<file path="src/rtl/spi_adc7476_rx_if.sv">
// Signal bundle between the AD7476 receiver and its surroundings.
// Master side is the receiver: it drives chip select, serial clock and sample outputs.
// Slave side is the ADC plus downstream consumers: they drive the start strobe and serial data.
interface spi_adc7476_rx_if;
  logic        st;
  logic        SDATA;
  logic        NCS;
  logic        SCLK;
  logic [11:0] DO;
  logic        ok;
  logic        busy;
  logic        err;

  modport master (
    input  st, SDATA,
    output NCS, SCLK, DO, ok, busy, err
  );

  modport slave (
    output st, SDATA,
    input  NCS, SCLK, DO, ok, busy, err
  );
endinterface

</file>
<file path="src/rtl/spi_adc7476_rx.sv">
// SPI master receiver for a 12-bit AD7476-style ADC: one 16-bit frame per accepted st strobe.
// Latency: ok pulses 1+33*DIV clk cycles after the accepted st; busy clears QUIET cycles later.
// No backpressure: st is ignored while busy. Optional macro ADC_TWOS_COMP_EN converts DO to two's complement.
module spi_adc7476_rx #(
  parameter int DIV   = 2,
  parameter int QUIET = 4
) (
  input logic               clk,
  input logic               rst,
  spi_adc7476_rx_if.master  bus
);

  typedef enum logic [1:0] {
    S_IDLE,
    S_SETUP,
    S_SHIFT,
    S_QUIET
  } state_t;

  // One down-counter-free cycle counter is shared by SETUP, the SCLK half-periods and QUIET.
  localparam int CMAX = (DIV > QUIET) ? DIV : QUIET;
  localparam int CW   = (CMAX > 1) ? $clog2(CMAX) : 1;
  localparam logic [CW-1:0] DIV_LAST   = CW'(DIV - 1);
  localparam logic [CW-1:0] QUIET_LAST = CW'(QUIET - 1);

  state_t        r_state, w_state;
  logic [CW-1:0] r_cnt,   w_cnt;
  logic [3:0]    r_bit,   w_bit;
  logic [15:0]   r_shift, w_shift;
  logic          r_ncs,   w_ncs;
  logic          r_sclk,  w_sclk;
  logic [11:0]   r_do,    w_do;
  logic          r_ok,    w_ok;
  logic          r_busy,  w_busy;
  logic          r_err,   w_err;
  logic [11:0]   w_sample;

  // The 12 data bits of the frame are the low bits of the shift register once bit 15 is in.
`ifdef ADC_TWOS_COMP_EN
  // Straight binary to two's complement: mid-scale becomes zero.
  assign w_sample = {~r_shift[11], r_shift[10:0]};
`else
  assign w_sample = r_shift[11:0];
`endif

  // State and all outputs are registered so NCS/SCLK leave the block glitch-free.
  always_ff @(posedge clk or posedge rst) begin
    if (rst) begin
      r_state <= S_IDLE;
      r_cnt   <= '0;
      r_bit   <= '0;
      r_shift <= '0;
      r_ncs   <= 1'b1;
      r_sclk  <= 1'b1;
      r_do    <= '0;
      r_ok    <= 1'b0;
      r_busy  <= 1'b0;
      r_err   <= 1'b0;
    end else begin
      r_state <= w_state;
      r_cnt   <= w_cnt;
      r_bit   <= w_bit;
      r_shift <= w_shift;
      r_ncs   <= w_ncs;
      r_sclk  <= w_sclk;
      r_do    <= w_do;
      r_ok    <= w_ok;
      r_busy  <= w_busy;
      r_err   <= w_err;
    end
  end

  // Next-state and next-output logic; SDATA is captured on the edge that raises SCLK.
  always_comb begin
    w_state = r_state;
    w_cnt   = r_cnt;
    w_bit   = r_bit;
    w_shift = r_shift;
    w_ncs   = r_ncs;
    w_sclk  = r_sclk;
    w_do    = r_do;
    w_err   = r_err;
    w_busy  = r_busy;
    w_ok    = 1'b0;

    case (r_state)
      S_IDLE: begin
        w_ncs  = 1'b1;
        w_sclk = 1'b1;
        w_busy = 1'b0;
        w_cnt  = '0;
        if (bus.st) begin
          w_state = S_SETUP;
          w_ncs   = 1'b0;
          w_busy  = 1'b1;
        end
      end

      S_SETUP: begin
        if (r_cnt == DIV_LAST) begin
          w_state = S_SHIFT;
          w_cnt   = '0;
          w_bit   = '0;
          w_sclk  = 1'b0;
        end else begin
          w_cnt = r_cnt + CW'(1);
        end
      end

      S_SHIFT: begin
        if (r_cnt == DIV_LAST) begin
          w_cnt = '0;
          if (!r_sclk) begin
            // End of the low phase: SCLK rises and the ADC bit is stable.
            w_sclk  = 1'b1;
            w_shift = {r_shift[14:0], bus.SDATA};
          end else if (r_bit == 4'd15) begin
            // High phase of the last bit closes the frame.
            w_state = S_QUIET;
            w_ncs   = 1'b1;
            w_do    = w_sample;
            w_err   = |r_shift[15:12];
            w_ok    = 1'b1;
          end else begin
            w_bit  = r_bit + 4'd1;
            w_sclk = 1'b0;
          end
        end else begin
          w_cnt = r_cnt + CW'(1);
        end
      end

      S_QUIET: begin
        w_ncs  = 1'b1;
        w_sclk = 1'b1;
        if (r_cnt == QUIET_LAST) begin
          w_state = S_IDLE;
          w_cnt   = '0;
          w_busy  = 1'b0;
        end else begin
          w_cnt = r_cnt + CW'(1);
        end
      end

      default: begin
        w_state = S_IDLE;
      end
    endcase
  end

  assign bus.NCS  = r_ncs;
  assign bus.SCLK = r_sclk;
  assign bus.DO   = r_do;
  assign bus.ok   = r_ok;
  assign bus.busy = r_busy;
  assign bus.err  = r_err;

endmodule

</file>
<file path="src/flat_wrapper.sv">
// flat-port wrapper written by rule: the top's interface ports become plain ports
module spi_adc7476_rx_flat 
#(
  parameter int DIV   = 2,
  parameter int QUIET = 4
)
  (clk, rst, bus_st, bus_SDATA, bus_NCS, bus_SCLK, bus_DO, bus_ok, bus_busy, bus_err);
  spi_adc7476_rx_if bus_i ();
  input logic clk;
  input logic rst;
  input wire logic [$bits(bus_i.st)-1:0] bus_st;
  input wire logic [$bits(bus_i.SDATA)-1:0] bus_SDATA;
  output wire logic [$bits(bus_i.NCS)-1:0] bus_NCS;
  output wire logic [$bits(bus_i.SCLK)-1:0] bus_SCLK;
  output wire logic [$bits(bus_i.DO)-1:0] bus_DO;
  output wire logic [$bits(bus_i.ok)-1:0] bus_ok;
  output wire logic [$bits(bus_i.busy)-1:0] bus_busy;
  output wire logic [$bits(bus_i.err)-1:0] bus_err;
  assign bus_i.st = bus_st;
  assign bus_i.SDATA = bus_SDATA;
  assign bus_NCS = bus_i.NCS;
  assign bus_SCLK = bus_i.SCLK;
  assign bus_DO = bus_i.DO;
  assign bus_ok = bus_i.ok;
  assign bus_busy = bus_i.busy;
  assign bus_err = bus_i.err;
  spi_adc7476_rx #(.DIV(DIV), .QUIET(QUIET)) u_core (.clk(clk), .rst(rst), .bus(bus_i));
endmodule
</file>
<file path="config.mk">
export PLATFORM = sky130hd
export DESIGN_NAME = spi_adc7476_rx_flat
export DESIGN_NICKNAME = d
export VERILOG_FILES = /design/src/rtl/spi_adc7476_rx_if.sv /design/src/rtl/spi_adc7476_rx.sv /design/src/flat_wrapper.sv
export SDC_FILE = /design/constraint.sdc
export NUM_CORES = 1
export LEC_CHECK = 0
export CORE_MARGIN = 3
export CORE_UTILIZATION = 40
export CTS_CLUSTER_SIZE = 40
export DETAILED_ROUTE_END_ITERATION = 7
export DONT_BUFFER_PORTS = 1
export PLACE_DENSITY = 0.56
export SYNTH_ARGS = -nofsm -noshare
export SYNTH_HDL_FRONTEND = slang
export SYNTH_SLANG_ARGS = --single-unit
</file>
<file path="constraint.sdc">
create_clock -name clk -period 5.64 [get_ports clk]
set_input_delay 1.128 -clock clk [delete_from_list [all_inputs] [get_ports clk]]
set_output_delay 1.128 -clock clk [all_outputs]
set_load 0.05 [all_outputs]
</file>
==> qor.json <==
{
  "result_of_the_run": {"value": "finished clean"},
  "worst_setup_path_end_kind": {"value": "flip-flop"},
  "crit-reg2reg-launch": {"value": "u_core.r_state[0]"},
  "dp.cells": {"value": 194},
  "final_net_count": {"value": 165},
  "tightestPinTransition": {"value": 0.702, "unit": "ns"},
  "post_cts.resized_instances": {"value": 0},
  "antenna_cells_inserted": {"value": 0},
  "final_layout_size_suffix_gt1_share": {"value": 29.5, "unit": "%"},
  "synth.ff_latch_count": {"value": 41},
  "final_period_minus_worst_setup_slack": {"value": 2.20, "unit": "ns"},
  "synth_top_flop_cell": {"value": "sky130_fd_sc_hd__dfrtp_1"},
  "power_per_cell_area": {"value": 264, "unit": "nW/um^2"},
  "clkSinkCount": {"value": 41},
  "synth.top_cell.area_share": {"value": 52.2, "unit": "%"},
  "synth-edff-count": {"value": 0},
  "grt_overflow_total": {"value": 0},
  "track_usage": {"value": 11.8, "unit": "%"},
  "synthesis.area": {"value": 1870, "unit": "sq um"},
  "timing.final.max_slew_violations": {"value": 0},
  "post_synth.cell_area_avg": {"value": 13.1, "unit": "sq um"},
  "cp_max_fo": {"value": 15},
  "global_route_wire_length_before_repair": {"value": 4900, "unit": "um"},
  "initial_utilization": {"value": 42.0, "unit": "%"},
  "rows": {"value": 24},
  "ys_types": {"value": 31},
  "maxClockFrequency": {"value": 454, "unit": "MHz"},
  "layout_worst_path_cycle_share": {"value": 39.1, "unit": "%"},
  "clk-insertion-delay-late": {"value": 0.29, "unit": "ns"},
  "final_cells": {"value": 201},
  "ff2ff_setup_slack": {"value": 3.44, "unit": "ns"},
  "synthCells": {"value": 143},
  "hold_path_class": {"value": "reg -> reg"},
  "detail_route.first_pass.iterations": {"value": 4},
  "io_pins": {"value": 21},
  "worst_hold_path_depth": {"value": 1},
  "worstPathRequired": {"value": 5.81, "unit": "ns"},
  "r2r.worst_path.cells": {"value": 5},
  "report.final.setup_viol": {"value": 0},
  "tritoncts": {"value": "yes"},
  "h-tree-depth": {"value": 2},
  "drt-initial-drc-count": {"value": 89},
  "power.static_leakage": {"value": 0.997, "unit": "nW"},
  "ctsHoldBuffers": {"value": 0},
  "rsz0062_at_grt": {"value": "no"},
  "fin_total_pwr": {"value": 0.000535, "unit": "W"},
  "whs": {"value": 0.523, "unit": "ns"},
  "yosys.area.top_type": {"value": "sky130_fd_sc_hd__dfrtp_1"},
  "timing.critical_path.from_type": {"value": "flip-flop"},
  "timing.max_slew.rel_slack": {"value": 53.0, "unit": "%"},
  "max-vdd-ir-drop": {"value": 0.162, "unit": "mV"},
  "critical_path_arrival": {"value": 2.38, "unit": "ns"},
  "ant_nets": {"value": 0},
  "hold-path-endpoint": {"value": "u_core.r_shift[15]"},
  "final_cell_mix": {"value": "sky130_fd_sc_hd__dfrtp_1 (39), sky130_fd_sc_hd__mux2_2 (28), sky130_fd_sc_hd__ha_1 (12)"},
  "setup_slack": {"value": 3.44, "unit": "ns"},
  "dieArea": {"value": 5530, "unit": "sq um"},
  "vias": {"value": 1066},
  "drv.max_cap_violation_count": {"value": 0},
  "grt_start_max_net_pins": {"value": 42},
  "cts_max_path_buffers": {"value": 2},
  "reg2reg_to": {"value": "u_core.bus.DO[1]"},
  "routed_wirelength_normalized_by_instance_count": {"value": 14.1, "unit": "um"},
  "core_region_area": {"value": 4440, "unit": "sq um"},
  "cp_class": {"value": "reg -> reg"},
  "synth.top_cells.by_area": {"value": "sky130_fd_sc_hd__dfrtp_1 (52%), sky130_fd_sc_hd__mux2_2 (17%), sky130_fd_sc_hd__ha_1 (8.0%), sky130_fd_sc_hd__dfstp_2 (2.8%), sky130_fd_sc_hd__a21oi_1 (2.4%)"},
  "flow.area_growth_from_synthesis": {"value": 8.57, "unit": "%"},
  "io_buffer_count": {"value": 0},
  "drt-vias-per-instance": {"value": 5.30},
  "min-delay-start": {"value": "u_core.r_shift[15]"},
  "routed_wl": {"value": 2830, "unit": "um"},
  "number_of_antenna_violations_at_the_first_check_in_global_routing": {"value": 0},
  "die_outline_width": {"value": 74.3, "unit": "um"},
  "path_clk_slew": {"value": 0.07, "unit": "ns"},
  "timing_hold_violations_final": {"value": 0},
  "postCtsSetupBuffers": {"value": 0},
  "tritoncts.num_buffers": {"value": 5},
  "final_common_cell": {"value": "sky130_fd_sc_hd__dfrtp_1"},
  "drc": {"value": 0},
  "dp.final_hpwl": {"value": 1950, "unit": "um"},
  "synth-async-reset-ratio": {"value": 100, "unit": "%"},
  "root_buffer": {"value": "sky130_fd_sc_hd__clkbuf_8"},
  "detailedPlace.worstSlack": {"value": 3.42, "unit": "ns"},
  "setup_total_negative_slack": {"value": 0, "unit": "ns"},
  "synth_seq_area_share": {"value": 55.1, "unit": "%"},
  "finalClockSkew": {"value": 0.00523, "unit": "ns"},
  "synth.yosys.warnings": {"value": 0},
  "grt_pass1_vias": {"value": 1094},
  "gp_routability_congestion": {"value": 0.836},
  "synthesis.nets": {"value": 159},
  "floorplan.die.height": {"value": 74.3, "unit": "um"}
}
## worst max-delay path, stage by stage, from the launching register on
cell and delay, ns:
sky130_fd_sc_hd__dfrtp_1 0.42, sky130_fd_sc_hd__inv_1 0.15, sky130_fd_sc_hd__ha_1 0.31, sky130_fd_sc_hd__inv_1 0.16, sky130_fd_sc_hd__nor3_4 0.63, sky130_fd_sc_hd__mux2_2 0.41
## cells by family (layout without fill, tap and decap cells)
family	Yosys count	after routing	synth area share (%)
muxes	31	31	18.8
and+or+nand+nor	23	23	7.10
AOI/OAI and AO/OA	24	24	8.17
DFF	41	41	55.1
adders and majority gates	12	12	8.04
buffers and inverters	12	18	2.88
## cell usage after synthesis, drive strengths merged, types with 3 or more instances
cell	instances
dfrtp	39
a21oi	10
o21ai	4
nor2b	3
nor2	6
mux2	29
nand2	7
ha	12
inv	10
## metal layers
metal	GRT usage (%)	wire length (um)	vias to the layer above
met4	5.34	50	0
met1	15.5	1380	532
met2	17.2	1290	14
li1	-	-	514
met3	4.59	114	6
met5	0	0	-
## state kept, by name, indices dropped and copies added (netlist names)
name and count:
u_core.r_shift 16, u_core.r_state 2, u_core.bus.SCLK 1, u_core.r_cnt 2, u_core.r_bit 4, u_core.bus.busy 1, u_core.bus.DO 12, u_core.bus.err 1
u_core.bus.NCS 1, u_core.bus.ok 1
## power breakdown
part | switching (W) | internal, W | total (W)
combinational | 0.00000657 | 0.00000417 | 0.0000107
sequential | 0.00000311 | 0.000299 | 0.000302
clock | 0.0000941 | 0.000129 | 0.000223
total | 0.000104 | 0.000431 | 0.000535
## through the flow
stage                     utilization (%)  instance area, sq um
after global routing                 45.6                  2030
after CTS                            45.6                  2030
final                                45.6                  2030
after detailed placement             43.3                  1920
after global placement               43.3                  1920
after floorplan                         -                  1870
## area by class of cell
cell class | instances | area, sq um
clock buffers | 5 | 68.8
repair buffers | 1 | 7.51
inverters | 10 | 37.5
clock inverters | 2 | 35.0
flip-flops and latches | 41 | 1030
fillers | 425 | 2420
well taps | 52 | 65.1
multi-input cells | 90 | 786
## how the worst max path moves through the flow
stage | from | end | slack (ns)
4_1_cts | u_core.r_state[0] | u_core.bus.DO[4] | 3.41
3_5_place_dp | u_core.r_state[0] | u_core.bus.DO[1] | 3.42
3_3_place_gp | bus_st | u_core.r_state[1] | 3.50
5_1_grt | u_core.r_state[0] | u_core.bus.DO[8] | 3.26
2_1_floorplan | bus_st | u_core.r_state[1] | 3.54
6_report | u_core.r_state[0] | u_core.bus.DO[1] | 3.44
(Power assumes the default switching activity.)
